===== src/rtl/ili9341_pixel_writer_pkg.sv =====
// Shared definitions for the ILI9341 pixel writer: command opcodes, FSM
// encoding, default panel limits and the coordinate byte selector.
package ili9341_pixel_writer_pkg;

  localparam logic [7:0] CMD_CASET = 8'h2A;
  localparam logic [7:0] CMD_PASET = 8'h2B;
  localparam logic [7:0] CMD_RAMWR = 8'h2C;

  localparam int MAX_X_DEFAULT = 239;
  localparam int MAX_Y_DEFAULT = 319;

  typedef enum logic [3:0] {
    ST_IDLE,
    ST_CASET_C,
    ST_CASET_D,
    ST_PASET_C,
    ST_PASET_D,
    ST_RAMWR_C,
    ST_PIX_FETCH,
    ST_PIX_HI,
    ST_PIX_LO,
    ST_FINISH
  } state_e;

  // Argument bytes of CASET/PASET: start hi, start lo, end hi, end lo,
  // with the 9-bit coordinates zero-extended to 16 bits.
  function automatic logic [7:0] coord_byte(input logic [8:0] first,
                                            input logic [8:0] last,
                                            input logic [1:0] idx);
    logic [7:0] b;
    unique case (idx)
      2'd0:    b = {7'b0, first[8]};
      2'd1:    b = first[7:0];
      2'd2:    b = {7'b0, last[8]};
      default: b = last[7:0];
    endcase
    return b;
  endfunction

endpackage


===== src/rtl/ili9341_pixel_writer_if.sv =====
// Window/pixel handshakes and the 4-wire SPI panel bus of the pixel writer.
interface ili9341_pixel_writer_if;
  logic        win_valid;
  logic        win_ready;
  logic [8:0]  win_x0;
  logic [8:0]  win_x1;
  logic [8:0]  win_y0;
  logic [8:0]  win_y1;
  logic        pix_valid;
  logic        pix_ready;
  logic [15:0] pix_data;
  logic        tft_cs;
  logic        tft_dc;
  logic        tft_sclk;
  logic        tft_din;

  modport master (
    output win_valid, win_x0, win_x1, win_y0, win_y1, pix_valid, pix_data,
    input  win_ready, pix_ready, tft_cs, tft_dc, tft_sclk, tft_din
  );

  modport slave (
    input  win_valid, win_x0, win_x1, win_y0, win_y1, pix_valid, pix_data,
    output win_ready, pix_ready, tft_cs, tft_dc, tft_sclk, tft_din
  );
endinterface


===== src/rtl/ili9341_spi_byte_tx.sv =====
// SPI mode-0 byte shifter: MSB first, each bit CLK_DIV cycles low then
// CLK_DIV cycles high. byte_done marks the cycle before the final falling edge.
module ili9341_spi_byte_tx #(
  parameter int CLK_DIV = 1
) (
  input  logic       clk,
  input  logic       rst,
  input  logic       start,
  input  logic [7:0] tx_byte,
  input  logic       dc,
  output logic       sclk,
  output logic       din,
  output logic       dc_out,
  output logic       busy,
  output logic       byte_done
);

  localparam int CW = (CLK_DIV > 1) ? $clog2(CLK_DIV) : 1;

  logic [CW-1:0] cnt;
  logic [2:0]    bit_idx;
  logic [6:0]    shreg;
  logic          phase_end;

  assign phase_end = (cnt == CW'(CLK_DIV - 1));
  // Raised while the last high phase ends so the sequencer can present the
  // next byte right as SCLK falls, keeping the inter-byte low gap short.
  assign byte_done = busy & sclk & phase_end & (bit_idx == 3'd7);

  // NOTE: registers update with <= so every flop samples pre-edge values.
  always_ff @(posedge clk) begin
    if (rst) begin
      busy    <= 1'b0;
      sclk    <= 1'b0;
      din     <= 1'b0;
      dc_out  <= 1'b0;
      cnt     <= '0;
      bit_idx <= 3'd0;
      shreg   <= 7'd0;
    end else if (!busy) begin
      if (start) begin
        busy    <= 1'b1;
        sclk    <= 1'b0;
        din     <= tx_byte[7];
        shreg   <= tx_byte[6:0];
        dc_out  <= dc;
        cnt     <= '0;
        bit_idx <= 3'd0;
      end
    end else if (phase_end) begin
      cnt <= '0;
      if (!sclk) begin
        sclk <= 1'b1;
      end else begin
        sclk <= 1'b0;
        if (bit_idx == 3'd7) begin
          busy <= 1'b0;
        end else begin
          bit_idx <= bit_idx + 3'd1;
          din     <= shreg[6];
          shreg   <= {shreg[5:0], 1'b0};
        end
      end
    end else begin
      cnt <= cnt + CW'(1);
    end
  end

endmodule


===== src/rtl/ili9341_pixel_writer.sv =====
// ILI9341 window writer: validates a window, sends CASET/PASET/RAMWR with
// arguments, then streams the window's RGB565 pixels over SPI.
module ili9341_pixel_writer
  import ili9341_pixel_writer_pkg::*;
#(
  parameter int CLK_DIV = 1,
  parameter int MAX_X   = MAX_X_DEFAULT,
  parameter int MAX_Y   = MAX_Y_DEFAULT
) (
  input  logic                   clk,
  input  logic                   rst,
  input  logic                   init_ready,
  ili9341_pixel_writer_if.slave  bus,
  output logic                   busy,
  output logic                   done,
  output logic                   err
);

  localparam logic [8:0] MAX_X9 = 9'(MAX_X);
  localparam logic [8:0] MAX_Y9 = 9'(MAX_Y);

  state_e      state_q, state_d;
  logic [8:0]  x0_q, x1_q, y0_q, y1_q;
  logic [16:0] pix_cnt_q;
  logic [7:0]  pix_lo_q;
  logic [1:0]  idx_q;
  logic        err_q;

  logic        win_ready_w, win_hs, win_bad, pix_hs;
  logic [16:0] win_w, win_h, win_pixels;

  logic        tx_start, tx_dc, tx_busy, tx_done;
  logic [7:0]  tx_byte;
  logic        sclk_w, din_w, dc_w, cs_w, pix_ready_w;

  assign win_ready_w = (state_q == ST_IDLE) & init_ready & ~rst;
  assign win_hs      = bus.win_valid & win_ready_w;
  assign pix_hs      = (state_q == ST_PIX_FETCH) & bus.pix_valid;

  assign win_bad = (bus.win_x1 < bus.win_x0) | (bus.win_y1 < bus.win_y0) |
                   (bus.win_x1 > MAX_X9)     | (bus.win_y1 > MAX_Y9);
  // Only loaded for legal windows, whose product always fits 17 bits.
  assign win_w      = 17'(bus.win_x1) - 17'(bus.win_x0) + 17'd1;
  assign win_h      = 17'(bus.win_y1) - 17'(bus.win_y0) + 17'd1;
  assign win_pixels = win_w * win_h;

  always_ff @(posedge clk) begin
    if (rst) state_q <= ST_IDLE;
    else     state_q <= state_d;
  end

  always_comb begin
    state_d = state_q;
    unique case (state_q)
      ST_IDLE:      if (win_hs) state_d = win_bad ? ST_FINISH : ST_CASET_C;
      ST_CASET_C:   if (tx_done) state_d = ST_CASET_D;
      ST_CASET_D:   if (tx_done && idx_q == 2'd3) state_d = ST_PASET_C;
      ST_PASET_C:   if (tx_done) state_d = ST_PASET_D;
      ST_PASET_D:   if (tx_done && idx_q == 2'd3) state_d = ST_RAMWR_C;
      ST_RAMWR_C:   if (tx_done) state_d = ST_PIX_FETCH;
      ST_PIX_FETCH: if (bus.pix_valid) state_d = ST_PIX_HI;
      ST_PIX_HI:    if (tx_done) state_d = ST_PIX_LO;
      ST_PIX_LO:    if (tx_done) state_d = (pix_cnt_q == 17'd0) ? ST_FINISH : ST_PIX_FETCH;
      ST_FINISH:    state_d = ST_IDLE;
      default:      state_d = ST_IDLE;
    endcase
  end

  // CS drops together with the first byte load so it leads the first SCLK
  // rise by one bit-low phase, and stays low until FINISH.
  always_comb begin
    // NOTE: every output is defaulted before the case, so no path infers a latch.
    tx_start    = 1'b0;
    tx_byte     = 8'h00;
    tx_dc       = 1'b1;
    pix_ready_w = 1'b0;
    done        = 1'b0;
    err         = 1'b0;
    cs_w        = (state_q == ST_IDLE) || (state_q == ST_FINISH) ||
                  (state_q == ST_CASET_C && !tx_busy);
    busy        = (state_q != ST_IDLE);
    unique case (state_q)
      ST_CASET_C: begin tx_byte = CMD_CASET; tx_dc = 1'b0; tx_start = ~tx_busy; end
      ST_CASET_D: begin tx_byte = coord_byte(x0_q, x1_q, idx_q); tx_start = ~tx_busy; end
      ST_PASET_C: begin tx_byte = CMD_PASET; tx_dc = 1'b0; tx_start = ~tx_busy; end
      ST_PASET_D: begin tx_byte = coord_byte(y0_q, y1_q, idx_q); tx_start = ~tx_busy; end
      ST_RAMWR_C: begin tx_byte = CMD_RAMWR; tx_dc = 1'b0; tx_start = ~tx_busy; end
      // The high byte launches on the handshake itself to avoid an extra idle cycle.
      ST_PIX_FETCH: begin
        pix_ready_w = 1'b1;
        tx_byte     = bus.pix_data[15:8];
        tx_start    = bus.pix_valid;
      end
      ST_PIX_LO: begin tx_byte = pix_lo_q; tx_start = ~tx_busy; end
      ST_FINISH: begin done = 1'b1; err = err_q; end
      default: ;
    endcase
  end

  always_ff @(posedge clk) begin
    if (rst) begin
      x0_q      <= 9'd0;
      x1_q      <= 9'd0;
      y0_q      <= 9'd0;
      y1_q      <= 9'd0;
      pix_cnt_q <= 17'd0;
      pix_lo_q  <= 8'd0;
      idx_q     <= 2'd0;
      err_q     <= 1'b0;
    end else begin
      if (win_hs) begin
        x0_q      <= bus.win_x0;
        x1_q      <= bus.win_x1;
        y0_q      <= bus.win_y0;
        y1_q      <= bus.win_y1;
        pix_cnt_q <= win_pixels;
        err_q     <= win_bad;
        idx_q     <= 2'd0;
      end
      if (pix_hs) begin
        pix_lo_q  <= bus.pix_data[7:0];
        pix_cnt_q <= pix_cnt_q - 17'd1;
      end
      if (tx_done && (state_q == ST_CASET_D || state_q == ST_PASET_D))
        idx_q <= idx_q + 2'd1;
    end
  end

  ili9341_spi_byte_tx #(.CLK_DIV(CLK_DIV)) u_tx (
    .clk       (clk),
    .rst       (rst),
    .start     (tx_start),
    .tx_byte   (tx_byte),
    .dc        (tx_dc),
    .sclk      (sclk_w),
    .din       (din_w),
    .dc_out    (dc_w),
    .busy      (tx_busy),
    .byte_done (tx_done)
  );

  assign bus.win_ready = win_ready_w;
  assign bus.pix_ready = pix_ready_w;
  assign bus.tft_cs    = cs_w;
  assign bus.tft_dc    = dc_w;
  assign bus.tft_sclk  = sclk_w;
  assign bus.tft_din   = din_w;

endmodule


===== src/flat_wrapper.sv =====
// flat-port wrapper written by rule: the top's interface ports become plain ports
module ili9341_pixel_writer_flat import ili9341_pixel_writer_pkg::*;
#(
  parameter int CLK_DIV = 1,
  parameter int MAX_X   = MAX_X_DEFAULT,
  parameter int MAX_Y   = MAX_Y_DEFAULT
)
  (clk, rst, init_ready, busy, done, err, bus_win_valid, bus_win_x0, bus_win_x1, bus_win_y0, bus_win_y1, bus_pix_valid, bus_pix_data, bus_win_ready, bus_pix_ready, bus_tft_cs, bus_tft_dc, bus_tft_sclk, bus_tft_din);
  ili9341_pixel_writer_if bus_i ();
  input  logic clk;
  input  logic rst;
  input  logic init_ready;
  output logic busy;
  output logic done;
  output logic err;
  input wire logic [$bits(bus_i.win_valid)-1:0] bus_win_valid;
  input wire logic [$bits(bus_i.win_x0)-1:0] bus_win_x0;
  input wire logic [$bits(bus_i.win_x1)-1:0] bus_win_x1;
  input wire logic [$bits(bus_i.win_y0)-1:0] bus_win_y0;
  input wire logic [$bits(bus_i.win_y1)-1:0] bus_win_y1;
  input wire logic [$bits(bus_i.pix_valid)-1:0] bus_pix_valid;
  input wire logic [$bits(bus_i.pix_data)-1:0] bus_pix_data;
  output wire logic [$bits(bus_i.win_ready)-1:0] bus_win_ready;
  output wire logic [$bits(bus_i.pix_ready)-1:0] bus_pix_ready;
  output wire logic [$bits(bus_i.tft_cs)-1:0] bus_tft_cs;
  output wire logic [$bits(bus_i.tft_dc)-1:0] bus_tft_dc;
  output wire logic [$bits(bus_i.tft_sclk)-1:0] bus_tft_sclk;
  output wire logic [$bits(bus_i.tft_din)-1:0] bus_tft_din;
  assign bus_i.win_valid = bus_win_valid;
  assign bus_i.win_x0 = bus_win_x0;
  assign bus_i.win_x1 = bus_win_x1;
  assign bus_i.win_y0 = bus_win_y0;
  assign bus_i.win_y1 = bus_win_y1;
  assign bus_i.pix_valid = bus_pix_valid;
  assign bus_i.pix_data = bus_pix_data;
  assign bus_win_ready = bus_i.win_ready;
  assign bus_pix_ready = bus_i.pix_ready;
  assign bus_tft_cs = bus_i.tft_cs;
  assign bus_tft_dc = bus_i.tft_dc;
  assign bus_tft_sclk = bus_i.tft_sclk;
  assign bus_tft_din = bus_i.tft_din;
  ili9341_pixel_writer #(.CLK_DIV(CLK_DIV), .MAX_X(MAX_X), .MAX_Y(MAX_Y)) u_core (.clk(clk), .rst(rst), .init_ready(init_ready), .bus(bus_i), .busy(busy), .done(done), .err(err));
endmodule

===== config.mk =====
export PLATFORM = sky130hd
export DESIGN_NAME = ili9341_pixel_writer_flat
export DESIGN_NICKNAME = d
export VERILOG_FILES = /design/src/rtl/ili9341_pixel_writer_pkg.sv /design/src/rtl/ili9341_pixel_writer_if.sv /design/src/rtl/ili9341_spi_byte_tx.sv /design/src/rtl/ili9341_pixel_writer.sv /design/src/flat_wrapper.sv
export SDC_FILE = /design/constraint.sdc
export NUM_CORES = 1
export LEC_CHECK = 0
export CAP_MARGIN = 20
export CORE_MARGIN = 2
export CORE_UTILIZATION = 45
export CTS_BUF_LIST = sky130_fd_sc_hd__clkbuf_4
export CTS_CLUSTER_SIZE = 20
export DETAILED_ROUTE_END_ITERATION = 12
export GPL_TIMING_DRIVEN = 1
export PLACE_DENSITY_LB_ADDON = 0.1
export SLEW_MARGIN = 20
export SYNTH_ARGS = -nofsm -noshare
export SYNTH_HDL_FRONTEND = slang
export SYNTH_HIERARCHICAL = 1
export SYNTH_SLANG_ARGS = --single-unit

===== constraint.sdc =====
create_clock -name clk -period 12.2 [get_ports clk]
set_input_delay 1.22 -clock clk [delete_from_list [all_inputs] [get_ports clk]]
set_output_delay 1.22 -clock clk [all_outputs]
set_load 0.005 [all_outputs]

==> run metrics, run 1 <==
status=completed; Post-CTS Setup Inserts=0; CTS Buf Count=9; setup TNS=0 ps; DP HPWL=17810 µm; CP arrival=between 8000 and 9000 ps; Die H=145.2 µm; CTS tree=yes; CP Launch Type=input port; fillers=1994; pin count of the biggest net entering global routing=84; clk sinks=82; worst hold endpoint=u_core/pix_lo_q[5]; Design Area, Final=9951 µm²; die area=21080 µm²; CP Depth=28; most frequent cells in the layout=163 x inv_1, 131 x nand2_1, 86 x nor2_1, 86 x fa_1, 82 x dfxtp_1; Die W=145.2 µm; commonest non-fill, non-tap cell in the layout=inv_1; Netlist cell types=73; syn avg cell area=8.149 µm²; max incr delay on CP=680 ps; Required @ worst endpoint=around 13000 ps; Setup Viol. Count Final=0; Fin Clk Skew=30.30 ps; Via Count=7516; initial drt markers=526; crit path kind=in2reg; DRT Pass-1 Iters=5; Synth Instances=between 1000 and 1500; clk buf depth=2; Post-synth EDFFs=0; drt via density=~5.3; PortBufs=65; hold violation count in the final report=0; Total Wirelength=22430 µm; final routed DRC violation total=0; GRT Util Overall=0.2176; clk slew on worst S/H paths=around 160 ps; Routability Congestion=0.8337; dpl ws=3192 ps; layout cells sized above 1=0.04116; R2R Path End=u_core/pix_cnt_q[5]; reg-to-reg slack, setup=8850 ps; wire per inst=15.93 µm; Main synth FF type=dfxtp_1; RSZ-0062 raised after global routing=false; Synth async-reset ratio=0; final worst slack=3693 ps; Critical-path top delay cell=xnor2_1; Area after DPL=between 9000 and 10000 µm²; total gr overflow=0; Rows=51; Worst Reg2Reg Path Length in Cells=7; # hold bufs at CTS=0; Starting Density=0.4595; I/O pin total=66; Hold Path Origin=u_core/pix_lo_q[5]; post-synthesis net count=1313; Synth Cell Area=8972 µm²; vias in the first global route=7157; Max Cap Viol=0; initial antenna violation count=1; Yosys reg bits=82; Tcrit/Tclk final=0.6973; largest fanout on the critical path=10; clk_lat worst skew=480 ps; register area share after synthesis=0.1830; Crit path buffers/inverters=5; nets=1349; H-Tree Depth=3; Critical Path Most Common Cell=fa_1; clock root cell=clkbuf_4; Hold Crit Class=reg2reg; CP top delay family=adder cells; synth-to-layout area growth=10.90%; Core Area=19530 µm²; Max Slew Vio Count=0; Highest Clock Rate=roughly 120 MHz; Routed Antenna Nets=0; Tmin final=8507 ps; Min-Delay Path Depth=2; yosys synthesis warning count=6; first-pass GRT wire length=around 37000 µm; Critical Path Sink Type=register; Post-CTS Resized=0; critical register-to-register path startpoint=u_core/state_q[1]; Worst Max-Slew Pin Slew=about 1100 ps; Max-Slew Margin vs Limit=0.2305
==> per-stage QoR <==
step	std cells	utilization	hold slack, ps
6_report	1408	0.5096	466.1
5_1_grt	1408	0.5096	481.8
4_1_cts	1407	0.5095	466.8
3_5_place_dp	1391	0.5030	448.1
3_3_place_gp	1391	0.5030	445.2
2_1_floorplan	1101	-	435.7
==> cell families after synthesis <==
group,Yosys count,share of synthesized area
AOI/OAI and AO/OA,187,0.1386
muxes,9,0.01060
xor gates and xnor gates,60,0.07321
buffers and inverters,212,0.08967
and+or+nand+nor,396,0.2168
adders and majority gates,155,0.2881
DFF,82,0.1830
==> cells in the mapped netlist, drive strengths merged, types with 7 or more instances <==
library cell  instances  area, µm²
inv                 164      615.6
dfxtp                82       1642
ha                   69      863.3
xnor2                38      374.1
nand2               132      495.5
fa                   86       1722
nand2b               23      143.9
nand3                19      95.09
mux2i                 8      80.08
o21ai                49      245.2
nor3                 31      166.4
a21oi                49      256.5
nor2b                15      93.84
a22oi                 7      52.55
nand3b               38      285.3
a211oi               12      95.09
clkbuf               40      150.1
a22o                  8      70.07
and2                 24      150.1
nor2                 89      341.6
xor2                 19      215.2
==> flip-flops by register name (all words and copies together), names as in the netlist <==
register,count
u_core/u_tx/sclk,1
u_core/err_q,1
u_core/y1_q,9
u_core/pix_lo_q,8
u_core/u_tx/dc_out,1
u_core/idx_q,2
u_core/x0_q,9
u_core/state_q,4
u_core/u_tx/busy,1
u_core/x1_q,9
u_core/u_tx/shreg,7
u_core/u_tx/din,1
u_core/y0_q,9
u_core/u_tx/bit_idx,3
u_core/pix_cnt_q,17
==> how the worst max path moves through the flow <==
stage	slack, ps	startpoint	to
after floorplan	4220	bus_win_y1[0]	u_core/pix_cnt_q[16]
after global placement	3340	bus_win_y0[0]	u_core/pix_cnt_q[16]
after detailed placement	3190	bus_win_x0[0]	u_core/pix_cnt_q[16]
after CTS	3680	bus_win_x0[0]	u_core/pix_cnt_q[16]
after global routing	3140	bus_win_x0[0]	u_core/pix_cnt_q[16]
final	3690	bus_win_x0[0]	u_core/pix_cnt_q[16]
==> cell type report <==
type	instances	area, µm²	share of cell area
Inverter	166	623.1	0.06262
Multi-Input combinational cell	807	6535	0.6567
Antenna cell	1	2.502	0.0002515
Tap cell	265	331.6	0.03332
Sequential cell	82	1642	0.1650
Timing Repair Buffer	71	690.7	0.06941
Clock inverter	7	58.81	0.005910
Clock buffer	9	67.56	0.006790
==> worst reg2reg max path: cells and delay by family (launching register included) <==
kind / cells / cell delay, ps
AO/OA/AOI/OAI: 2 / 420
flip-flops: 1 / 740
AND/OR/NAND/NOR: 5 / 2070
==> per-layer routing <==
metal	global-route usage	wire length (µm)
met1	0.3266	11050
met5	0	0
met3	0.02453	896
met2	0.3396	10310
met4	0.04314	176
Power of run 1 is left out: the tool's default activity adds up to more than one toggle a clock period on the data nets, which glitch-free logic cannot reach.
==> run 2, diff against run 1 <==
- clock period: 12.2 -> 7.61 ns (I/O delays scaled with it)
==> run 2 against run 1 <==
  * Hold slack improved by 5.0 ps
  * Critical path depth rose by 2
  * Highest routed layer unchanged
  * Sequential share of layout area fell by 1.7 points
  * Setup slack got worse by 3500 ps
  * Global-route usage rose by 0.93 points
  * Cell count rose by 8.3%
  * Routed wire length rose by 6.5%
  * Register-to-register slack got worse by 4600 ps
  * Clock skew rose by 12 ps
  * First-iteration DRC count fell by 22%
  * Design area rose by 11%
  * Core utilization rose by 5.8 points
==> run metrics, run 2 (same netlist as run 1, synthesis figures left out) <==
die area=21080 µm²; Fin Clk Skew=42.19 ps; Max-Slew Margin vs Limit=0.4042; GRT Util Overall=0.2269; H-Tree Depth=3; Required @ worst endpoint=between 8000 and 9000 ps; wire length on met2=10730 µm; Total Wirelength=23880 µm; Setup Viol. Count Final=0; Max Cap Viol=0; clk buf depth=2; Most flops, register=u_core/pix_cnt_q; DRT Pass-1 Iters=5; Core Area=19530 µm²; final routed DRC violation total=0; met3 wire len=between 900 and 1000 µm; vias in the first global route=7883; Critical Path Sink Type=register; PortBufs=65; DR top layer=met4; pin count of the biggest net entering global routing=between 80 and 90; clock root cell=clkbuf_4; CTS tree=yes; clk_lat worst skew=about 480 ps; fillers=about 1900; first-pass GRT wire length=39230 µm; Rows=51; Tcrit/Tclk final=0.9742; Highest Clock Rate=~130 MHz; drt via density=~5.2; Critical-path top delay cell=or4b_4; Worst Max-Slew Pin Slew=891.9 ps; clk sinks=82; status=completed; Max Slew Vio Count=0; Met1 Wirelength=roughly 12000 µm; Routed Antenna Nets=0; max incr delay on CP=600 ps; I/O pin total=66; # hold bufs at CTS=0; Die W=145.2 µm; initial drt markers=410; CP Launch Type=input port; hold violation count in the final report=0; commonest non-fill, non-tap cell in the layout=inv_1; max FFs per register=17; crit path kind=in2reg; wire per inst=15.66 µm; layout cells sized above 1=0.1557; DP HPWL=18830 µm; Tmin final=around 7400 ps; largest fanout on the critical path=3; CP arrival=just under 8000 ps; nets=1466; total gr overflow=0; Hold Crit Class=reg2reg; Via Count=7951; CTS Buf Count=9; Hold Slack=471.1 ps; Routability Congestion=0.9367; initial antenna violation count=1; most frequent cells in the layout=161 x inv_1, 129 x nand2_1, 121 x buf_4; Die H=145.2 µm; synth-to-layout area growth=23.52%; clk slew on worst S/H paths=160 ps; Critical Path Most Common Cell=fa_1; Starting Density=0.4595
[run 2: cell types whose count changed in the layout (fill, tap and decap cells not counted), sizes merged]
| cell | change |
|---|---|
| dlymetal6s2s | +1 |
| inv | -1 |
| clkinvlp | +2 |
| clkdlybuf4s50 | -1 |
| buf | +117 |
| clkinv | -1 |
[run 2: final timing paths]
kind / slack, ps / depth (start not counted) / start / endpoint
max reg2reg: 4210 / 6 / u_core/state_q[1] / u_core/pix_cnt_q[8]
min: 470 / 2 / u_core/pix_lo_q[5] / u_core/pix_lo_q[5]
max: 200 / 30 / bus_win_x1[0] / u_core/pix_cnt_q[16]
min reg2reg: 470 / 2 / u_core/pix_lo_q[5] / u_core/pix_lo_q[5]
[run 2: timing repair]
action	4_1_cts	5_1_grt
gates resized for setup	4	43
endpoints found under the hold margin	0	0
pin swaps	8	31
setup endpoints to repair	2	4
buffers inserted	0	2
[run 2: per-stage QoR]
step / cells / TNS [ps] / area (µm²) / setup WS, ps / utilization
detailed placement: 1506 / -1971 / 10680 / -665.9 / 0.5469
global placement: 1506 / -1349 / 10680 / -485.6 / 0.5469
finish: 1525 / 0 / 11080 / 196.3 / 0.5676
global route: 1525 / -45.16 / 11080 / -45.16 / 0.5676
floorplan: 1101 / 0 / 8972 / 84.90 / -
CTS: 1522 / 0 / 10830 / 12.11 / 0.5546
[run 2: layer usage]
metal  up-vias  global-route usage
met4         0             0.05931
met1      3823              0.3364
met5         -                   0
met3        38             0.03270
met2       182              0.3462
li1       3908                   -
[run 2: worst max-delay path: cells and delay by family]
family          cells  cell delay [ps]
fa+ha+maj           8             3280
xor+xnor            3              470
buf+inv             7              870
simple gates        3              810
compound gates      9             1640
[run 2: layout make-up]
class	count	area, µm²	share of cell area
antenna	1	2.502	0.0002258
clock buffer	9	67.56	0.006096
clock inverter	7	67.56	0.006096
inverter	166	623.1	0.05622
multi-input combinational	807	6770	0.6109
sequential	82	1642	0.1481
tap	265	331.6	0.02992
timing repair buffer	188	1579	0.1425
Power of run 2 is left out for the same reason.
